### src/rtl/npu_pkg.sv
// npu_pkg: shared scheduler state encoding and layer geometry defaults
package npu_pkg;
  typedef enum logic [2:0] {S_IDLE, S_FILL, S_START, S_WAIT_DONE, S_NEXT, S_FINISH} sched_state_e;
  localparam int IMG_H_DEF = 28;
  localparam int KW_DEF = 3;
  localparam int ROWS_S1 = IMG_H_DEF - KW_DEF + 1;
  localparam int ROWS_S2 = (IMG_H_DEF - KW_DEF) / 2 + 1;
endpackage

### src/rtl/sched_timeout_cnt.sv
// sched_timeout_cnt: clearable up-counter flagging the last permitted wait cycle
module sched_timeout_cnt #(
  parameter int LIMIT = 1023
) (
  input  logic clk,
  input  logic rst,
  input  logic clr_i,
  input  logic en_i,
  output logic expire_o
);
  localparam int W = $clog2(LIMIT + 1);
  logic [W-1:0] cnt_q;
  always_ff @(posedge clk or posedge rst)
    if (rst) cnt_q <= '0;
    else if (clr_i) cnt_q <= '0;
    else if (en_i) cnt_q <= cnt_q + W'(1);
  assign expire_o = en_i && cnt_q == W'(LIMIT - 1);
endmodule

### src/rtl/conv_layer_sched.sv
// conv_layer_sched: loops kernels x output rows, driving row-buffer fills and convolve runs
module conv_layer_sched
  import npu_pkg::*;
#(
  parameter int IMG_H = IMG_H_DEF,
  parameter int KW = KW_DEF,
  parameter int TIMEOUT_CYC = 1023,
  parameter int KSEL_W = 4
) (
  input  logic              clk,
  input  logic              rst,
  input  logic              cfg_valid,
  output logic              cfg_ready,
  input  logic [1:0]        cfg_stride,
  input  logic              cfg_pool_en,
  input  logic [KSEL_W-1:0] cfg_num_kern,
  output logic              rowbuf_load,
  input  logic              rowbuf_ready,
  output logic [4:0]        row_base,
  output logic              eng_start,
  input  logic              eng_done,
  output logic [1:0]        eng_stride,
  output logic              eng_pool_en,
  output logic [4:0]        eng_dest_addr,
  output logic [KSEL_W-1:0] kernel_sel,
  output logic [4:0]        dest_row,
  output logic              busy,
  output logic              layer_done,
  output logic              err_timeout
);
  localparam logic [4:0] ROWS1 = 5'(IMG_H - KW + 1);
  localparam logic [4:0] ROWS2 = 5'((IMG_H - KW) / 2 + 1);
  sched_state_e state_q;
  logic [1:0] stride_q, cfg_s;
  logic pool_q, rowbuf_load_q, eng_start_q, layer_done_q, err_q, done_prev_q;
  logic [KSEL_W-1:0] nk_q, kern_q, kern_d, kernel_sel_q;
  logic [4:0] rows_q, row_q, row_d, row_base_q, dest_row_q;
  logic last_row, done_rise, expire;
  always_comb begin
    cfg_s = cfg_stride == 2'd2 ? 2'd2 : 2'd1;
    last_row = row_q == rows_q - 5'd1;
    row_d = last_row ? 5'd0 : row_q + 5'd1;
    kern_d = last_row ? kern_q + KSEL_W'(1) : kern_q;
    done_rise = eng_done & ~done_prev_q;
  end
  sched_timeout_cnt #(.LIMIT(TIMEOUT_CYC)) u_timeout (
    .clk(clk),
    .rst(rst),
    .clr_i(state_q == S_START),
    .en_i(state_q == S_WAIT_DONE),
    .expire_o(expire)
  );
  always_ff @(posedge clk or posedge rst)
    if (rst) begin
      state_q <= S_IDLE;
      stride_q <= '0;
      pool_q <= 1'b0;
      nk_q <= '0;
      rows_q <= '0;
      row_q <= '0;
      kern_q <= '0;
      row_base_q <= '0;
      dest_row_q <= '0;
      kernel_sel_q <= '0;
      rowbuf_load_q <= 1'b0;
      eng_start_q <= 1'b0;
      layer_done_q <= 1'b0;
      err_q <= 1'b0;
      done_prev_q <= 1'b0;
    end else begin
      done_prev_q <= eng_done;
      rowbuf_load_q <= 1'b0;
      eng_start_q <= 1'b0;
      layer_done_q <= 1'b0;
      case (state_q)
        S_IDLE: if (cfg_valid) begin
          stride_q <= cfg_s;
          pool_q <= cfg_pool_en;
          nk_q <= cfg_num_kern;
          rows_q <= cfg_s == 2'd2 ? ROWS2 : ROWS1;
          row_q <= '0;
          kern_q <= '0;
          row_base_q <= '0;
          dest_row_q <= '0;
          kernel_sel_q <= '0;
          err_q <= 1'b0;
          rowbuf_load_q <= 1'b1;
          state_q <= S_FILL;
        end
        S_FILL: if (rowbuf_ready) begin
          eng_start_q <= 1'b1;
          state_q <= S_START;
        end
        S_START: state_q <= S_WAIT_DONE;
        S_WAIT_DONE: if (done_rise) state_q <= S_NEXT;
          else if (expire) begin
            err_q <= 1'b1;
            state_q <= S_IDLE;
          end
        S_NEXT: begin
          row_q <= row_d;
          kern_q <= kern_d;
          row_base_q <= stride_q == 2'd2 ? {row_d[3:0], 1'b0} : row_d;
          dest_row_q <= pool_q ? {1'b0, row_d[4:1]} : row_d;
          kernel_sel_q <= kern_d;
          if (last_row && kern_q == nk_q) begin
            layer_done_q <= 1'b1;
            state_q <= S_FINISH;
          end else begin
            rowbuf_load_q <= 1'b1;
            state_q <= S_FILL;
          end
        end
        S_FINISH: state_q <= S_IDLE;
        default: state_q <= S_IDLE;
      endcase
    end
  assign cfg_ready = state_q == S_IDLE;
  assign busy = state_q != S_IDLE;
  assign rowbuf_load = rowbuf_load_q;
  assign eng_start = eng_start_q;
  assign layer_done = layer_done_q;
  assign err_timeout = err_q;
  assign row_base = row_base_q;
  assign dest_row = dest_row_q;
  assign kernel_sel = kernel_sel_q;
  assign eng_stride = stride_q;
  assign eng_pool_en = pool_q;
  assign eng_dest_addr = '0;
endmodule
### config.mk
export PLATFORM = sky130hd
export DESIGN_NAME = conv_layer_sched
export DESIGN_NICKNAME = d
export VERILOG_FILES = /design/src/rtl/npu_pkg.sv /design/src/rtl/sched_timeout_cnt.sv /design/src/rtl/conv_layer_sched.sv
export SDC_FILE = /design/constraint.sdc
export NUM_CORES = 1
export LEC_CHECK = 0
export BUFFER_PORTS_ARGS = -buffer_cell sky130_fd_sc_hd__buf_2
export CAP_MARGIN = 10
export CORE_AREA = 2 2 102 104
export CTS_BUF_LIST = sky130_fd_sc_hd__clkbuf_4 sky130_fd_sc_hd__clkbuf_8
export CTS_CLUSTER_DIAMETER = 100
export DETAILED_ROUTE_END_ITERATION = 7
export DIE_AREA = 0 0 104 106
export PLACE_DENSITY = 0.5
export SYNTH_ARGS = -nofsm -noshare
export SYNTH_HDL_FRONTEND = slang
export SYNTH_SLANG_ARGS = --single-unit
### constraint.sdc
create_clock -name clk -period 2.4 [get_ports clk]
set_clock_uncertainty 0.1 [all_clocks]
set_input_delay 0.48 -clock clk [delete_from_list [all_inputs] [get_ports clk]]
set_output_delay 0.48 -clock clk [all_outputs]
set_load 0.01 [all_outputs]
==> results.md <==
* Status: finished, final reports clean
* Hold crit path type: input pin to async pin
* Remaining antenna violation count after routing at 0
* Number of global-route vias before repair at roughly 1900
* Crit path buffers/inverters at 2
* TNS Setup at 0 ns
* Required time worst endpoint at 2.51 ns
* Die ar. at around 11000 µm²
* Post-CTS sizing at 0
* Final critical-path share of the clock period at 84.6%
* Async SR Flop Fraction at 100%
* # nets final at 302
* Total gr overflow at 0
* TritonCTS clock tree: yes
* Residual DRC at 0
* Relative slew slack at between 60 and 70%
* Area growth, synth to finish at 14.8%
* Ys flop type: dfrtp_1
* Wire length per cell at around 12 µm
* Root buf cell: clkbuf_8
* Placeable Area at 10000 µm²
* H-tree levels at 2
* Initial antenna violation count at 0
* Leak at about 1.2 nW
* WP data arrival at 2.14 ns
* Most frequent cells in the layout: 48 x nand2_1, 45 x dfrtp_1, 34 x buf_2
* Die width at around 100 µm
* Synth Area per Inst at around 9.4 µm²
* Routed WL at between 5000 and 6000 µm
* Share of cells above drive strength 1 at 20.4%
* Clk buf depth at 2
* Number of vias per cell at 4.36
* Final setup fails at 0
* Post-CTS Setup Bufs at 0
* Max Slew Vio Count at 0
* Crit-path leading delay family: flip-flops
* R2r startpoint: rows_q[2]
* Max Cap Violations at 0
* WS Path Type: flop to flop
* Post-synthesis cell type count at 45
* Sequential area share after synthesis at 46.7%
* I/O Buffers at 34
* Latest clock arrival within the worst-skew pair at 0.30 ns
* First-pass GRT wire length at 9000 µm
* DRT iter0 DRCs at 86
* Slew @ Worst Pin at 0.573 ns
* ANT cells at 0
* Number of cells on the worst reg-to-reg path at 7
* Clock Sinks at 45
* Post-synth EDFFs at 0
* Setup WS post-layout at 0.370 ns
* Synth Cell Area at 2410 µm²
* DRT Pass-1 Iters at 4
* Post-detail-place hpwl at about 3900 µm
* Largest net degree at the start of global routing at 19
* Post-Place Worst Slack at ~0.38 ns
* Starting Density at 24.1%
* Via count at between 1500 and 2000
* Reg2Reg Capture Point: dest_row[4]
* CP Capture Type: flop
* GPL Wtd Cong at 0.770
* Clock Pin Slew Worst Setup and Hold Paths at 0.10 ns
* Synth Instances at 256
* Slowest stage delay, CP at 0.44 ns
* CP Cell Sequence: inv_1 -> ha_1 -> nor3b_2 -> xnor2_2 -> o21ai_2 -> buf_4 -> o31ai_1
* #FFs+latches synth at 45
* Final Hold Viols at 0
* Worst path slowest cell: dfrtp_1
* Total power after layout at 2.40 mW
* Maximum clock frequency at ~490 MHz
* Total track usage at under 10%
* Final min period at 2.03 ns
* Max IR drop VDD at 0.000349 V
* FP Rows at 37
* Power per cell area at between 800 and 900 nW/µm²
* Most common cell after layout, fill and taps aside: nand2_1
* Maximum fanout along the worst path at 13
* YS warnings at 0
* Hold_buf cts at 0
* Num ports at 40
* Die Span Y at around 110 µm
* CP startpoint kind: flop
* Total CTS buffers at 5
* R2r setup slk at 0.37 ns
* Unrepaired setup endpoints after global routing: no
power by group:
group	internal, mW	total, mW	switching (mW)
logic	0.300	0.798	0.498
registers	0.911	1.11	0.201
clock network	0.207	0.491	0.284
total	1.42	2.40	0.982
per-layer routing:
layer	GRT usage (%)	wire (µm)	up-vias
li1	-	-	929
met1	13.5	2660	858
met2	15.9	2220	38
met3	2.08	215	7
met4	3.19	65	0
met5	0	0	-
metrics by stage:
| stage | utilization [%] | instances | hold WS (ns) | instance area, µm² |
|---|---|---|---|---|
| after CTS | 27.7 | 420 | 0.0698 | 2770 |
| after floorplan | - | 260 | 0.345 | 2430 |
| after detailed placement | 26.8 | 412 | 0.373 | 2680 |
| after global placement | 26.8 | 412 | 0.365 | 2680 |
| after global routing | 27.7 | 420 | 0.0776 | 2770 |
| final | 27.7 | 420 | 0.0485 | 2770 |
final cells by class:
cell class                 count  area (µm²)
fill                        1095        7230
multi-input combinational    185        1160
sequential                    45        1130
timing repair buffer          37         193
tap                          136         170
clock buffer                   5        68.8
inverter                       9        33.8
clock inverter                 3        21.3
logic make-up (layout without fill, tap and decap cells):
group	after synthesis	count (layout)	share of synthesized area [%]
xor+xnor	13	13	5.60
other cells	1	5	0.155
simple gates	98	98	20.2
mux	10	10	4.36
fa+ha+maj	7	7	3.63
flops	45	45	46.7
compound gates	52	52	13.4
buf+inv	30	54	6.02
worst max path at each step:
stage          startpoint           to  slack (ns)  cells past startpoint
2_1_floorplan   rows_q[2]     row_q[1]        0.50                      6
4_1_cts         rows_q[2]  dest_row[4]        0.34                      7
3_5_place_dp    rows_q[2]     row_q[1]        0.38                      6
5_1_grt         rows_q[2]  dest_row[4]        0.20                      7
3_3_place_gp    rows_q[2]     row_q[1]        0.43                      6
6_report        rows_q[2]  dest_row[4]        0.37                      7
cells in the mapped netlist (7+ instances only):
cell,instances,share of area [%]
o21ai_1,10,2.1
ha_1,7,3.6
nand2_1,48,7.5
clkbuf_1,7,1.1
buf_4,7,2.2
nor3_1,11,2.3
inv_1,8,1.2
nand3_1,9,1.9
nor2_1,7,1.1
o21ai_0,16,3.3
dfrtp_1,45,47
worst reg2reg max path: cells and delay by family (launching register included):
family	cells	cell delay, ns
AOI/OAI and AO/OA	2	0.35
DFF	1	0.44
adders and majority gates	1	0.20
and+or+nand+nor	1	0.17
xor gates and xnor gates	1	0.37
buffers and inverters	2	0.29
registers in the layout, summed over array words and instances (netlist names), 2 cells and up:
| register | flops |
|---|---|
| u_timeout.cnt_q | 10 |
| dest_row | 5 |
| row_base | 5 |
| row_q | 5 |
| kernel_sel | 4 |
| nk_q | 4 |
| state_q | 3 |
| rows_q | 2 |
Note: power is estimated with default switching activity, not from simulation.
